### src/rtl/cart_pkg.sv
// Cartridge memory arbiter: shared types and parameter defaults.
//   owner_t          - identifies which requester owns an access / in-flight read
//   *_DEF constants  - default ADDR_W, MEM_LAT and CPU_MAX_WAIT for cart_mem_arb
package cart_pkg;

    localparam int ADDR_W_DEF       = 18;
    localparam int MEM_LAT_DEF      = 2;
    localparam int CPU_MAX_WAIT_DEF = 4;

    typedef enum logic [1:0] {
        OWN_NONE,
        OWN_PPU,
        OWN_CPU,
        OWN_LD
    } owner_t;

endpackage

### src/rtl/cart_arb_tagpipe.sv
// In-flight read tag pipeline for cart_mem_arb.
// A DEPTH-deep shift register of owner_t; tag_out is the owner of the read
// whose data is on mem_rdata this cycle (OWN_NONE when no read returns).
//   clk, rst_n : clock, async active-low reset (clears every stage)
//   tag_in     : owner of the access issued this cycle (OWN_NONE for writes/idle)
//   tag_out    : owner of the read returning this cycle
module cart_arb_tagpipe
    import cart_pkg::*;
#(
    parameter int DEPTH = MEM_LAT_DEF
) (
    input  logic   clk,
    input  logic   rst_n,
    input  owner_t tag_in,
    output owner_t tag_out
);

    owner_t pipe_d [DEPTH];
    owner_t pipe_q [DEPTH];

    always_comb begin
        pipe_d[0] = tag_in;
        for (int i = 1; i < DEPTH; i++) begin
            pipe_d[i] = pipe_q[i-1];
        end
    end

    always_ff @(posedge clk or negedge rst_n) begin
        if (!rst_n) begin
            for (int i = 0; i < DEPTH; i++) begin
                pipe_q[i] <= OWN_NONE;
            end
        end else begin
            for (int i = 0; i < DEPTH; i++) begin
                pipe_q[i] <= pipe_d[i];
            end
        end
    end

    assign tag_out = pipe_q[DEPTH-1];

endmodule

### src/rtl/cart_mem_arb.sv
// Shared cartridge memory arbiter for PPU (CHR), CPU (PRG) and the loader.
// One access is issued per cycle; priority PPU > CPU > loader, except that a
// CPU that has waited CPU_MAX_WAIT eligible cycles outranks the PPU.
//   clk, rst_n                 : clock, async active-low reset
//   {ppu,cpu,ld}_req/addr/we/wdata : requests, held until ack
//   {ppu,cpu,ld}_ack           : one-cycle pulse, access issued
//   {ppu,cpu,ld}_rvalid, rdata : read return, MEM_LAT cycles after ack
//   mem_en/we/addr/wdata       : registered memory command
//   mem_rdata                  : memory read data, MEM_LAT cycles after mem_en
module cart_mem_arb
    import cart_pkg::*;
#(
    parameter int ADDR_W       = ADDR_W_DEF,
    parameter int MEM_LAT      = MEM_LAT_DEF,
    parameter int CPU_MAX_WAIT = CPU_MAX_WAIT_DEF
) (
    input  logic              clk,
    input  logic              rst_n,
    input  logic              ppu_req,
    input  logic [ADDR_W-1:0] ppu_addr,
    input  logic              ppu_we,
    input  logic [7:0]        ppu_wdata,
    input  logic              cpu_req,
    input  logic [ADDR_W-1:0] cpu_addr,
    input  logic              cpu_we,
    input  logic [7:0]        cpu_wdata,
    input  logic              ld_req,
    input  logic [ADDR_W-1:0] ld_addr,
    input  logic              ld_we,
    input  logic [7:0]        ld_wdata,
    output logic              ppu_ack,
    output logic              cpu_ack,
    output logic              ld_ack,
    output logic              ppu_rvalid,
    output logic              cpu_rvalid,
    output logic              ld_rvalid,
    output logic [7:0]        rdata,
    output logic              mem_en,
    output logic              mem_we,
    output logic [ADDR_W-1:0] mem_addr,
    output logic [7:0]        mem_wdata,
    input  logic [7:0]        mem_rdata
);

    localparam logic [3:0] WAIT_MAX = 4'(CPU_MAX_WAIT);

    logic              ppu_elig, cpu_elig, ld_elig, cpu_urgent;
    owner_t            win;
    logic [2:0]        ack_d, ack_q;          // {ld, cpu, ppu}
    logic              mem_en_d, mem_en_q, mem_we_d, mem_we_q;
    logic [ADDR_W-1:0] mem_addr_d, mem_addr_q;
    logic [7:0]        mem_wdata_d, mem_wdata_q;
    logic [3:0]        cpu_wait_d, cpu_wait_q;
    owner_t            rd_own_d, rd_own_q;
    owner_t            ret_own;

    always_comb begin
        // A requester whose ack is high this cycle is still presenting the
        // request it was just granted, so it must sit out one cycle.
        ppu_elig   = ppu_req & ~ack_q[0];
        cpu_elig   = cpu_req & ~ack_q[1];
        ld_elig    = ld_req  & ~ack_q[2];
        cpu_urgent = (cpu_wait_q == WAIT_MAX);

        win = OWN_NONE;
        if (cpu_elig && cpu_urgent) win = OWN_CPU;
        else if (ppu_elig)          win = OWN_PPU;
        else if (cpu_elig)          win = OWN_CPU;
        else if (ld_elig)           win = OWN_LD;

        ack_d       = '0;
        mem_en_d    = 1'b0;
        mem_we_d    = 1'b0;
        mem_addr_d  = mem_addr_q;
        mem_wdata_d = mem_wdata_q;
        case (win)
            OWN_PPU: begin
                ack_d[0] = 1'b1; mem_en_d = 1'b1; mem_we_d = ppu_we;
                mem_addr_d = ppu_addr; mem_wdata_d = ppu_wdata;
            end
            OWN_CPU: begin
                ack_d[1] = 1'b1; mem_en_d = 1'b1; mem_we_d = cpu_we;
                mem_addr_d = cpu_addr; mem_wdata_d = cpu_wdata;
            end
            OWN_LD: begin
                ack_d[2] = 1'b1; mem_en_d = 1'b1; mem_we_d = ld_we;
                mem_addr_d = ld_addr; mem_wdata_d = ld_wdata;
            end
            default: ;
        endcase

        // Only reads get a tag; writes return nothing.
        rd_own_d = (mem_en_d && !mem_we_d) ? win : OWN_NONE;

        // Saturating wait count; the loader never feeds it.
        if (!cpu_req || win == OWN_CPU)
            cpu_wait_d = 4'd0;
        else if (cpu_elig && cpu_wait_q < WAIT_MAX)
            cpu_wait_d = cpu_wait_q + 4'd1;
        else
            cpu_wait_d = cpu_wait_q;
    end

    always_ff @(posedge clk or negedge rst_n) begin
        if (!rst_n) begin
            ack_q       <= '0;
            mem_en_q    <= 1'b0;
            mem_we_q    <= 1'b0;
            mem_addr_q  <= '0;
            mem_wdata_q <= '0;
            cpu_wait_q  <= '0;
            rd_own_q    <= OWN_NONE;
        end else begin
            ack_q       <= ack_d;
            mem_en_q    <= mem_en_d;
            mem_we_q    <= mem_we_d;
            mem_addr_q  <= mem_addr_d;
            mem_wdata_q <= mem_wdata_d;
            cpu_wait_q  <= cpu_wait_d;
            rd_own_q    <= rd_own_d;
        end
    end

    // rd_own_q is valid in the ack cycle (same cycle as mem_en), so a
    // MEM_LAT-deep pipe lines the tag up with mem_rdata.
    cart_arb_tagpipe #(.DEPTH(MEM_LAT)) u_tagpipe (
        .clk    (clk),
        .rst_n  (rst_n),
        .tag_in (rd_own_q),
        .tag_out(ret_own)
    );

    assign ppu_ack    = ack_q[0];
    assign cpu_ack    = ack_q[1];
    assign ld_ack     = ack_q[2];
    assign mem_en     = mem_en_q;
    assign mem_we     = mem_we_q;
    assign mem_addr   = mem_addr_q;
    assign mem_wdata  = mem_wdata_q;
    assign ppu_rvalid = (ret_own == OWN_PPU);
    assign cpu_rvalid = (ret_own == OWN_CPU);
    assign ld_rvalid  = (ret_own == OWN_LD);
    assign rdata      = (ret_own != OWN_NONE) ? mem_rdata : 8'h00;

endmodule

### config.mk
export PLATFORM = sky130hd
export DESIGN_NAME = cart_mem_arb
export DESIGN_NICKNAME = d
export VERILOG_FILES = /design/src/rtl/cart_pkg.sv /design/src/rtl/cart_arb_tagpipe.sv /design/src/rtl/cart_mem_arb.sv
export SDC_FILE = /design/constraint.sdc
export NUM_CORES = 1
export LEC_CHECK = 0
export ABC_CLOCK_PERIOD_IN_PS = 1500
export CORE_MARGIN = 8
export CORE_UTILIZATION = 25
export CTS_CLUSTER_SIZE = 24
export DETAILED_ROUTE_END_ITERATION = 7
export PLACE_DENSITY = 0.75
export SYNTH_ARGS = -nofsm -noshare
export SYNTH_HDL_FRONTEND = slang
export SYNTH_SLANG_ARGS = --single-unit
### constraint.sdc
create_clock -name clk -period 1.5 [get_ports clk]
set_clock_uncertainty 0.15 [all_clocks]
set_input_delay 0.375 -clock clk [delete_from_list [all_inputs] [get_ports clk]]
set_output_delay 0.375 -clock clk [all_outputs]
set_load 0.03 [all_outputs]
# After elaboration in Yosys (flattened, before gate mapping)
# Cells that the tools add are included.
# op_classes
addsub	1
bitwise	6
n_eq_ne	7
reduce_logical	10
n_mux	15
order_cmp	1
# ops
operator	count
$pmux 18 s3	1
$pmux 8 s3	1
$mux 2	5
$eq 2x2->1 const B	4
$mux 4	2
$mux 8	1
$add 4x1->4 const B	1
$eq 2x1->1 const B	2
$eq 4x3->1 const B	1
$lt 4x3->1 const B	1
$mux 1	4
$reduce_bool 2->1	2
$and 1x1->1	3
$logic_and 1x1->1	3
$not 1->1	3
$pmux 1 s3	1
$reduce_bool 3->1	1
$reduce_or 3->1	1
$logic_not 1->1	2
$logic_or 1x1->1	1
# totals
reg_bits	41
input_bits	94

# Depth between registers and ports, before layout
# Gate-level depths: netlist (run 1).
# logic_depth
word_depth	11
depth_mapped	7

# Cells and area by module
# Synthesis (run 1) repeated with hierarchy kept, for this count alone.
# unflattened
hier_cells	203
area_unflattened_um2	1973.1
# by_module_without_submodules
module	area_each_um2	seq_area_each_um2	n_inst	cells_per_inst
cart_mem_arb	1873.0	925.9	1	199
cart_arb_tagpipe	100.1	100.1	1	4

# Worst setup path before layout (run 1)
# No wires, ideal clock.
# synth_timing
path_type	reg-to-reg
from	register ack_q[2]
to	register rd_own_q[1]
slack_ps	-277
t_arrival_ps	1516
path_stages_with_launch	5
t_required_ps	1239
synth_period_minus_slack_ps	1777
path_cell_list	dfrtp_1 > nand2b_1 > a21bo_2 > mux2_4 > a222oi_1
# synth_between
elab_chain_cells	11
word_cells_on_any_way	15
cone_classes	eq/ne (3); mux (7); bitwise (2); reduce/logical (3)
# synth_lines
element	line_no	text
from (decl)	cart_mem_arb.sv:49	logic [2:0] ack_d, ack_q;
from (signal assigned)	cart_mem_arb.sv:114	ack_q <= ack_d;
$not 1->1 (*)	cart_mem_arb.sv:62	ld_elig = ld_req & ~ack_q[2];
$and 1x1->1 (*)	cart_mem_arb.sv:62	
$mux 2 (*)	cart_mem_arb.sv:69	else if (ld_elig) win = OWN_LD;
$mux 2 (*)	cart_mem_arb.sv:68	else if (cpu_elig) win = OWN_CPU;
$mux 2 (*)	cart_mem_arb.sv:67	else if (ppu_elig) win = OWN_PPU;
$mux 2 (*)	cart_mem_arb.sv:66	if (cpu_elig && cpu_urgent) win = OWN_CPU;
$eq 2x2->1 / $eq 2x1->1 (equally long branches)	cart_mem_arb.sv:76	case (win)
$pmux 1 s3 / $reduce_or 3->1 (equally long branches)	n/a	
$logic_not 1->1 / $mux 1 (equally long branches)	cart_mem_arb.sv:93, cart_mem_arb.sv:76	
$logic_and 1x1->1	cart_mem_arb.sv:93	rd_own_d = (mem_en_d && !mem_we_d) ? win : OWN_NONE;
$mux 2 (*)	cart_mem_arb.sv:93	
named net rd_own_d[1]	cart_mem_arb.sv:54	owner_t rd_own_d, rd_own_q;
to (signal assigned)	cart_mem_arb.sv:120	rd_own_q <= rd_own_d;
to (decl)	cart_mem_arb.sv:54	
# Mark *: on every way through the listed nets, which the timed path passes. The rest lies on a longest branch.
# A chain may end at the register's enable or synchronous reset.

# Worst setup path after layout (run 1)
# layout_timing
from	register u_tagpipe.pipe_q, in the netlist u_tagpipe.tag_out[1]
to	output rdata[1]
# layout_between
elab_chain_cells	2
# layout_lines
element	line_no	text
from (decl)	cart_arb_tagpipe.sv:19	owner_t pipe_q [DEPTH];
from (signal, indexed assignment)	cart_arb_tagpipe.sv:35	pipe_q[i] <= pipe_d[i];
$reduce_bool 2->1	cart_mem_arb.sv:143	assign rdata = (ret_own != OWN_NONE) ? mem_rdata : 8'h00;
$mux 8	cart_mem_arb.sv:143	
to (decl)	cart_mem_arb.sv:37	output logic [7:0] rdata,
# Every way passes these cells.

==> results of run 1 <==
layout make-up:
cell class	count	area share, %
Inverter	3	0.2699
Multi-Input combinational cell	146	28.73
Clock buffer	8	1.920
Timing Repair Buffer	177	41.33
Sequential cell	41	24.69
Tap cell	102	3.059
repair_timing:
action	CTS	global route
gates cloned	2	1
hold buffers	1	0
setup endpoints to repair	50	50
pin swaps	6	7
resized for setup	40	56
setup buffers	7	4
endpoints found under the hold margin	7	0
worst min-delay path by stage:
stage	end	slack (ns)	cells past startpoint
after floorplan	ack_q[0]$_DFF_PN0_	-0.07	0
after global placement	cpu_wait_q[3]$_DFFE_PN0P_	0.08	1
after detailed placement	cpu_wait_q[3]$_DFFE_PN0P_	0.09	1
after CTS	u_tagpipe.tag_out[1]$_DFF_PN0_	0.20	0
after global routing	u_tagpipe.tag_out[1]$_DFF_PN0_	0.21	0
final	u_tagpipe.pipe_d[1]$_DFF_PN0_	0.20	0
state kept, by name, indices dropped and copies added (netlist names):
name	count
ack_q	3
cpu_wait_q	4
mem_addr	18
mem_en	1
mem_wdata	8
mem_we	1
rd_own_q	2
u_tagpipe.pipe_d	2
u_tagpipe.tag_out	2
power by group through the flow:
stage / sequential [mW] / clock, mW / combinational [mW]
global placement: 1.46 / 0 / 1.91
finish: 1.50 / 0.704 / 2.36
detailed placement: 1.47 / 0 / 1.95
CTS: 1.46 / 0.720 / 2.12
floorplan: 1.85 / 0 / 0.628
global route: 1.52 / 0.763 / 2.49
cell families (layout without fill, tap and decap cells):
group	after synthesis	in the layout
simple gates	82	82
fa+ha+maj	2	2
flops	41	41
compound gates	59	59
xor+xnor	1	1
mux	2	2
buf+inv	16	188
layer usage:
layer	vias to the layer above	wire, um
met5	-	0
met4	0	82
met3	10	638
met2	105	4387
met1	1070	3539
li1	1063	-
Yosys cell counts, types with 2 or more instances:
cell	number	area share, %
clkbuf_1	2	0.38
nand2_1	54	10
buf_6	4	2.3
a31oi_1	26	8.3
nor2_1	7	1.3
nor2b_1	11	3.5
nand2b_1	2	0.64
o22ai_1	26	8.3
ha_1	2	1.3
dfrtp_1	41	53
inv_1	3	0.58
buf_2	7	1.8
stage by stage:
stage	instances	TNS, ns	utilization [%]	instance area [um^2]	total power [mW]
after floorplan	203	-2.289	-	1988	2.480
after global placement	455	-21.69	45.96	3515	3.379
after detailed placement	455	-23.65	45.96	3515	3.417
after CTS	472	-4.448	49.80	3809	4.296
after global routing	477	-10.35	54.55	4172	4.771
final	477	-8.369	54.55	4172	4.560
cell usage in the layout, fill, tap and decap left out, types with 2 or more instances in the layout:
cell type        synthesis  final
clkbuf_1                 2      3
o22ai_2                  0     22
dfrtp_2                  0      3
dlygate4sd2_1            0      3
o22ai_4                  0      4
nand2b_4                 1      3
buf_6                    4     21
nor2b_1                 11      6
buf_4                    0     55
nor2_1                   7      4
nor2b_4                  0      4
buf_12                   0      4
clkdlybuf4s50_1          0     88
a31oi_1                 26     24
dfrtp_1                 41     38
inv_1                    3      2
nor2_4                   0      2
and2_4                   1      2
nand2_1                 54     52
buf_2                    7      2
clkbuf_8                 0      5
==> insert_results.sql, run 1 <==
INSERT INTO impl_metrics (metric_group, metric, value, unit) VALUES
('timing', 'max_slew.worst_pin.slew', '0.3111', 'ns'),
('status', 'failing_checks', 'setup timing', ''),
('cells_and_area', 'diode_insertion_count_for_antenna_repair', '0', ''),
('cells_and_area', 'fin_nets', '470', ''),
('placement', 'dp_hpwl', '6.069', 'mm'),
('synth', 'synth_simple_gate_area_share', '19.68', '%'),
('setup_path', 'cpMaxStageDelayCell', 'dfrtp_1', ''),
('synth', 'yosys_warnings', '0', ''),
('timing', 'slew_viol_final', '0', ''),
('synth', 'synth_area', '1952', 'um^2'),
('cts', 'clkLatencyLatePin', '0.29', 'ns'),
('floorplanning', 'vertical_extent_of_the_die', '104.4', 'um'),
('timing', 'min_period_over_period', '116.3', '%'),
('min_path', 'holdCritPathClass', 'reg -> reg', ''),
('pwr', 'power.internal', '2.797', 'mW'),
('setup_path', 'crit_path_to', 'rdata[1]', ''),
('cts', 'cts_buffers', '5', ''),
('synth', 'synth_seq_cells', '41', ''),
('placement', 'place.port_buffers', '135', ''),
('min_path', 'timing.hold.worst.start', 'rd_own_q[1]$_DFF_PN0_', ''),
('global_routing', 'globalRouteMet1Util', '16.07', '%'),
('synth', 'post_synth_mux_area_share', '1.282', '%'),
('pwr', 'combinational_fraction_of_design_power', '51.7', '%'),
('cts', 'cts_root_buffer', 'clkbuf_8', ''),
('timing', 'setup-violations-final', '44', ''),
('synth', 'synth_top_family_by_area', 'compound AO/OA/AOI/OAI gates', ''),
('timing', 'post-route-worst-setup-slack', '-0.2438', 'ns'),
('setup_path', 'timing.critical_path.mode_cell', 'buf_4', ''),
('timing', 'grt_setup_unrepaired', 'yes', ''),
('synth', 'netlist-cell-type-count', '30', ''),
('cts', 'path_clk_slew', '0.08', 'ns'),
('setup_path', 'worstSetupEndpointType', 'primary output', ''),
('synth', 'synth_async_sr_flop_share', '100.0', '%'),
('cells_and_area', 'drive_gt1_share', '39.47', '%'),
('cts', 'buffers_from_clock_root_to_sink_at_most', '2', ''),
('detailed_routing', 'vias', '2248', ''),
('synth', 'syn-num-nets', '299', ''),
('setup_path', 'crit_buf_inv', '2', ''),
('setup_path', 'crit_path_start', 'u_tagpipe.tag_out[1]$_DFF_PN0_', ''),
('floorplanning', 'die-width', '104.4', 'um'),
('global_routing', 'wire_length_of_the_first_global_routing_pass', '12.80', 'mm'),
('status', 'run_status', 'complete, but fails checks', ''),
('setup_path', 'rrSetupSlack', '-0.24', 'ns'),
('synth', 'synth_edf_count', '0', ''),
('global_routing', 'number_of_antenna_violations_at_the_first_check_in_global_routing', '0', ''),
('floorplanning', 'placementRows', '32', ''),
('timing', 'layout_min_cycle_time', '1.744', 'ns'),
('global_routing', 'first_global_vias', '2532', ''),
('pwr', 'share_of_power_burned_in_registers', '32.9', '%'),
('timing', 'whs', '0.1988', 'ns'),
('global_routing', 'gr_peak_layer', 'met2', ''),
('pwr', 'clockPowerShare', '15.4', '%'),
('synth', 'ys_dominant_reg_cell', 'dfrtp_1', ''),
('setup_path', 'r2r_end', 'rd_own_q[1]$_DFF_PN0_', ''),
('run', 'cap_viol_max_count', '0', ''),
('setup_path', 'cp.required', '0.97', 'ns'),
('cts', 'cts_num_sinks', '41', ''),
('placement', 'routabilityCongestion', '0.8134', ''),
('cts', 'cts-htree-levels', '2', ''),
('pwr', 'netSwitchingFraction', '38.67', '%'),
('global_routing', 'use_met2', '25.27', '%'),
('setup_path', 'worst-endpoint-arrival', '1.22', 'ns'),
('setup_path', 'critical_path.reg2reg.startpoint', 'ack_q[1]$_DFF_PN0_', ''),
('setup_path', 'crit_fanout', '8', ''),
('floorplanning', 'fp.dieArea', '10890', 'um^2'),
('global_routing', 'grt_util_all_layers', '14.40', '%'),
('detailed_routing', 'route.antenna.remaining_nets', '0', ''),
('detailed_routing', 'remaining_drc_errors', '0', ''),
('cts', 'cts_tree', 'done', ''),
('floorplanning', 'boundaryPins', '136', ''),
('placement', 'post-place-ws', '-0.6741', 'ns');
Note: power is estimated with default switching activity, not from simulation.
==> inputs of run 2 (changes only) <==
CTS_BUF_LIST = sky130_fd_sc_hd__clkbuf_8 sky130_fd_sc_hd__clkbuf_16   (was unset)
==> run 2 against run 1 <==
The run still ends with setup timing left. First-iteration DRC count down 22%. Sequential power about the same. Critical path depth unchanged. Highest routed layer unchanged. Maximum frequency up 2.8%. Combinational power about the same.
==> insert_results.sql, run 2 (same netlist as run 1, synthesis figures left out) <==
INSERT INTO impl_metrics (metric_group, metric, value, unit) VALUES
('global_routing', 'number_of_antenna_violations_at_the_first_check_in_global_routing', '0', ''),
('cts', 'buffers_from_clock_root_to_sink_at_most', '2', ''),
('setup_path', 'cpMaxStageDelayCell', 'dfrtp_2', ''),
('detailed_routing', 'first_drt_iteration_drcs', '73', ''),
('placement', 'dp_hpwl', '6.069', 'mm'),
('timing', 'post-route-worst-setup-slack', '-0.1960', 'ns'),
('detailed_routing', 'route.antenna.remaining_nets', '0', ''),
('global_routing', 'first_global_vias', '2550', ''),
('min_path', 'timing.hold.worst.start', 'rd_own_q[1]$_DFF_PN0_', ''),
('timing', 'finalHoldViolCount', '0', ''),
('floorplanning', 'fp.dieArea', '10890', 'um^2'),
('detailed_routing', 'remaining_drc_errors', '0', ''),
('setup_path', 'critical_path.reg2reg.startpoint', 'ack_q[1]$_DFF_PN0_', ''),
('pwr', 'pwr_density_cell', '1089', 'nW/um^2'),
('timing', 'grt_setup_unrepaired', 'yes', ''),
('timing', 'final.setup.tns', '-6.231', 'ns'),
('cells_and_area', 'drive_gt1_share', '39.95', '%'),
('detailed_routing', 'vias', '2247', ''),
('setup_path', 'largest_delay_contributor_family_on_the_critical_path', 'compound AO/OA/AOI/OAI gates', ''),
('cells_and_area', 'fillerInstances', '643', ''),
('timing', 'setup-violations-final', '42', ''),
('setup_path', 'worst-r2r-cell-count', '4', ''),
('cells_and_area', 'synthToLayoutAreaGrowth', '113.2', '%'),
('placement', 'post-place-ws', '-0.6741', 'ns'),
('detailed_routing', 'route.final.wire_length', '8.625', 'mm'),
('run', 'cap_viol_max_count', '0', ''),
('global_routing', 'grt_util_all_layers', '14.63', '%'),
('setup_path', 'worst-endpoint-arrival', '1.72', 'ns'),
('placement', 'routabilityCongestion', '0.8134', ''),
('setup_path', 'critical_path.max_stage_delay', '0.44', 'ns'),
('setup_path', 'worst-path-stages', '4', ''),
('cells_and_area', 'layout.core_utilization', '54.42', '%'),
('setup_path', 'crit_buf_inv', '0', ''),
('floorplanning', 'initial_utilization', '25.52', '%'),
('timing', 'layout_min_cycle_time', '1.696', 'ns'),
('detailed_routing', 'vias_per_cell', '4.731', ''),
('cts', 'cts-htree-levels', '2', ''),
('setup_path', 'crit_fanout', '3', ''),
('timing', 'max_slew.worst_pin.slew', '0.2757', 'ns'),
('timing', 'max_clock_freq', '589.6', 'MHz'),
('detailed_routing', 'wire_per_inst', '18.16', 'um'),
('setup_path', 'cp.required', '1.53', 'ns'),
('cts', 'clkLatencyLatePin', '0.29', 'ns'),
('floorplanning', 'die-width', '104.4', 'um'),
('status', 'failing_checks', 'setup timing', ''),
('timing', 'min_period_over_period', '113.1', '%'),
('status', 'run_status', 'complete, but fails checks', ''),
('min_path', 'capture_endpoint_of_the_worst_hold_path', 'u_tagpipe.pipe_d[1]$_DFF_PN0_', ''),
('setup_path', 'crit_path_cell_trace', 'nand2b_4, a21bo_4, mux2_4, a222oi_1', ''),
('setup_path', 'ws_path_type', 'reg -> reg', ''),
('timing', 'slew_viol_final', '0', ''),
('floorplanning', 'vertical_extent_of_the_die', '104.4', 'um'),
('setup_path', 'worstSetupEndpointType', 'flip-flop', ''),
('timing', 'slew_headroom', '81.62', '%'),
('floorplanning', 'placementRows', '32', ''),
('floorplanning', 'boundaryPins', '136', ''),
('global_routing', 'gr-total-overflow', '0', ''),
('placement', 'place.port_buffers', '135', ''),
('floorplanning', 'fp.coreArea', '7647', 'um^2'),
('setup_path', 'setup.worst_path.start_class', 'flip-flop', ''),
('cts', 'cts_tree', 'done', ''),
('cts', 'path_clk_slew', '0.08', 'ns'),
('pwr', 'leakage_power', '1.761', 'nW'),
('global_routing', 'grt_max_degree', '20', ''),
('cells_and_area', 'fin_nets', '468', ''),
('cells_and_area', 'largest_register_ff_count', '18', ''),
('cts', 'cts_root_buffer', 'clkbuf_8', ''),
('detailed_routing', 'drt-pass1-iter-count', '4', ''),
('setup_path', 'r2r_end', 'rd_own_q[1]$_DFF_PN0_', ''),
('min_path', 'whs_path_depth', '0', ''),
('cts', 'cts_num_sinks', '41', ''),
('cells_and_area', 'final_cell_mix', 'clkdlybuf4s50_1 (88), buf_4 (58), nand2_1 (52), dfrtp_1 (38), o22ai_2 (20)', ''),
('min_path', 'holdCritPathClass', 'reg -> reg', ''),
('setup_path', 'rrSetupSlack', '-0.20', 'ns'),
('global_routing', 'wire_length_of_the_first_global_routing_pass', '13.01', 'mm'),
('pwr', 'worst_ir_drop_vdd', '448.4', 'uV'),
('cells_and_area', 'diode_insertion_count_for_antenna_repair', '0', ''),
('cells_and_area', 'layout_commonest_cell', 'clkdlybuf4s50_1', ''),
('cts', 'cts_buffers', '5', '');
==> run 2: report_power, final <==
part / switching, mW / internal, mW / leakage (nW)
registers: 0.165 / 1.33 / 0.484
logic: 1.24 / 1.11 / 1.23
clock network: 0.376 / 0.311 / 0.0519
total: 1.78 / 2.75 / 1.76
==> run 2: worst register-to-register path, cell delays in order, from the launching register on <==
cell,delay [ns]
dfrtp_2,0.44
nand2b_4,0.16
a21bo_4,0.23
mux2_4,0.31
a222oi_1,0.28
==> run 2: worst max path at each step <==
| stage | startpoint | end | slack (ns) |
|---|---|---|---|
| after global placement | cpu_req | rd_own_q[1]$_DFF_PN0_ | -0.62 |
| after detailed placement | cpu_req | mem_addr[9]$_DFFE_PN0P_ | -0.67 |
| after floorplan | ack_q[1]$_DFF_PN0_ | rd_own_q[1]$_DFF_PN0_ | -0.17 |
| final | ack_q[1]$_DFF_PN0_ | rd_own_q[1]$_DFF_PN0_ | -0.20 |
| after CTS | u_tagpipe.tag_out[0]$_DFF_PN0_ | rdata[6] | -0.19 |
| after global routing | ack_q[1]$_DFF_PN0_ | rd_own_q[1]$_DFF_PN0_ | -0.26 |
==> run 2: timing repair <==
item,CTS,global route
endpoints found under the hold margin,7,0
hold buffers,1,0
resized for setup,46,47
pin swaps,4,5
cloned,1,1
setup endpoints to repair,50,50
buffers inserted,9,3
==> run 2: final cells by class <==
class,instances,area (um^2),share of cell area [%]
tap,102,127.6,3.067
sequential,41,1030,24.74
multi-input combinational,146,1247,29.98
timing repair buffer,175,1665,40.02
inverter,3,11.26,0.2706
clock buffer,5,68.82,1.654
clock inverter,3,11.26,0.2706
==> run 2: stage by stage <==
stage / instances / hold slack [ns] / power, mW / area [um^2]
2_1_floorplan: 203 / -0.07059 / 2.480 / 1988
3_5_place_dp: 455 / 0.08543 / 3.417 / 3515
3_3_place_gp: 455 / 0.08262 / 3.379 / 3515
4_1_cts: 473 / 0.2027 / 4.307 / 3882
5_1_grt: 475 / 0.2064 / 4.743 / 4161
6_report: 475 / 0.2009 / 4.533 / 4161
==> run 2: per-layer routing <==
metal	routed length (um)	global-route usage [%]
met5	0	0
met4	77	4.240
met3	668	5.081
met2	4474	26.28
met1	3406	15.73
==> inputs of run 3 (changes only) <==
CTS_CLUSTER_SIZE = 10   (was 24)
==> results of run 3 <==
The final DEF is identical to that of run 2; final timing and power are the same.
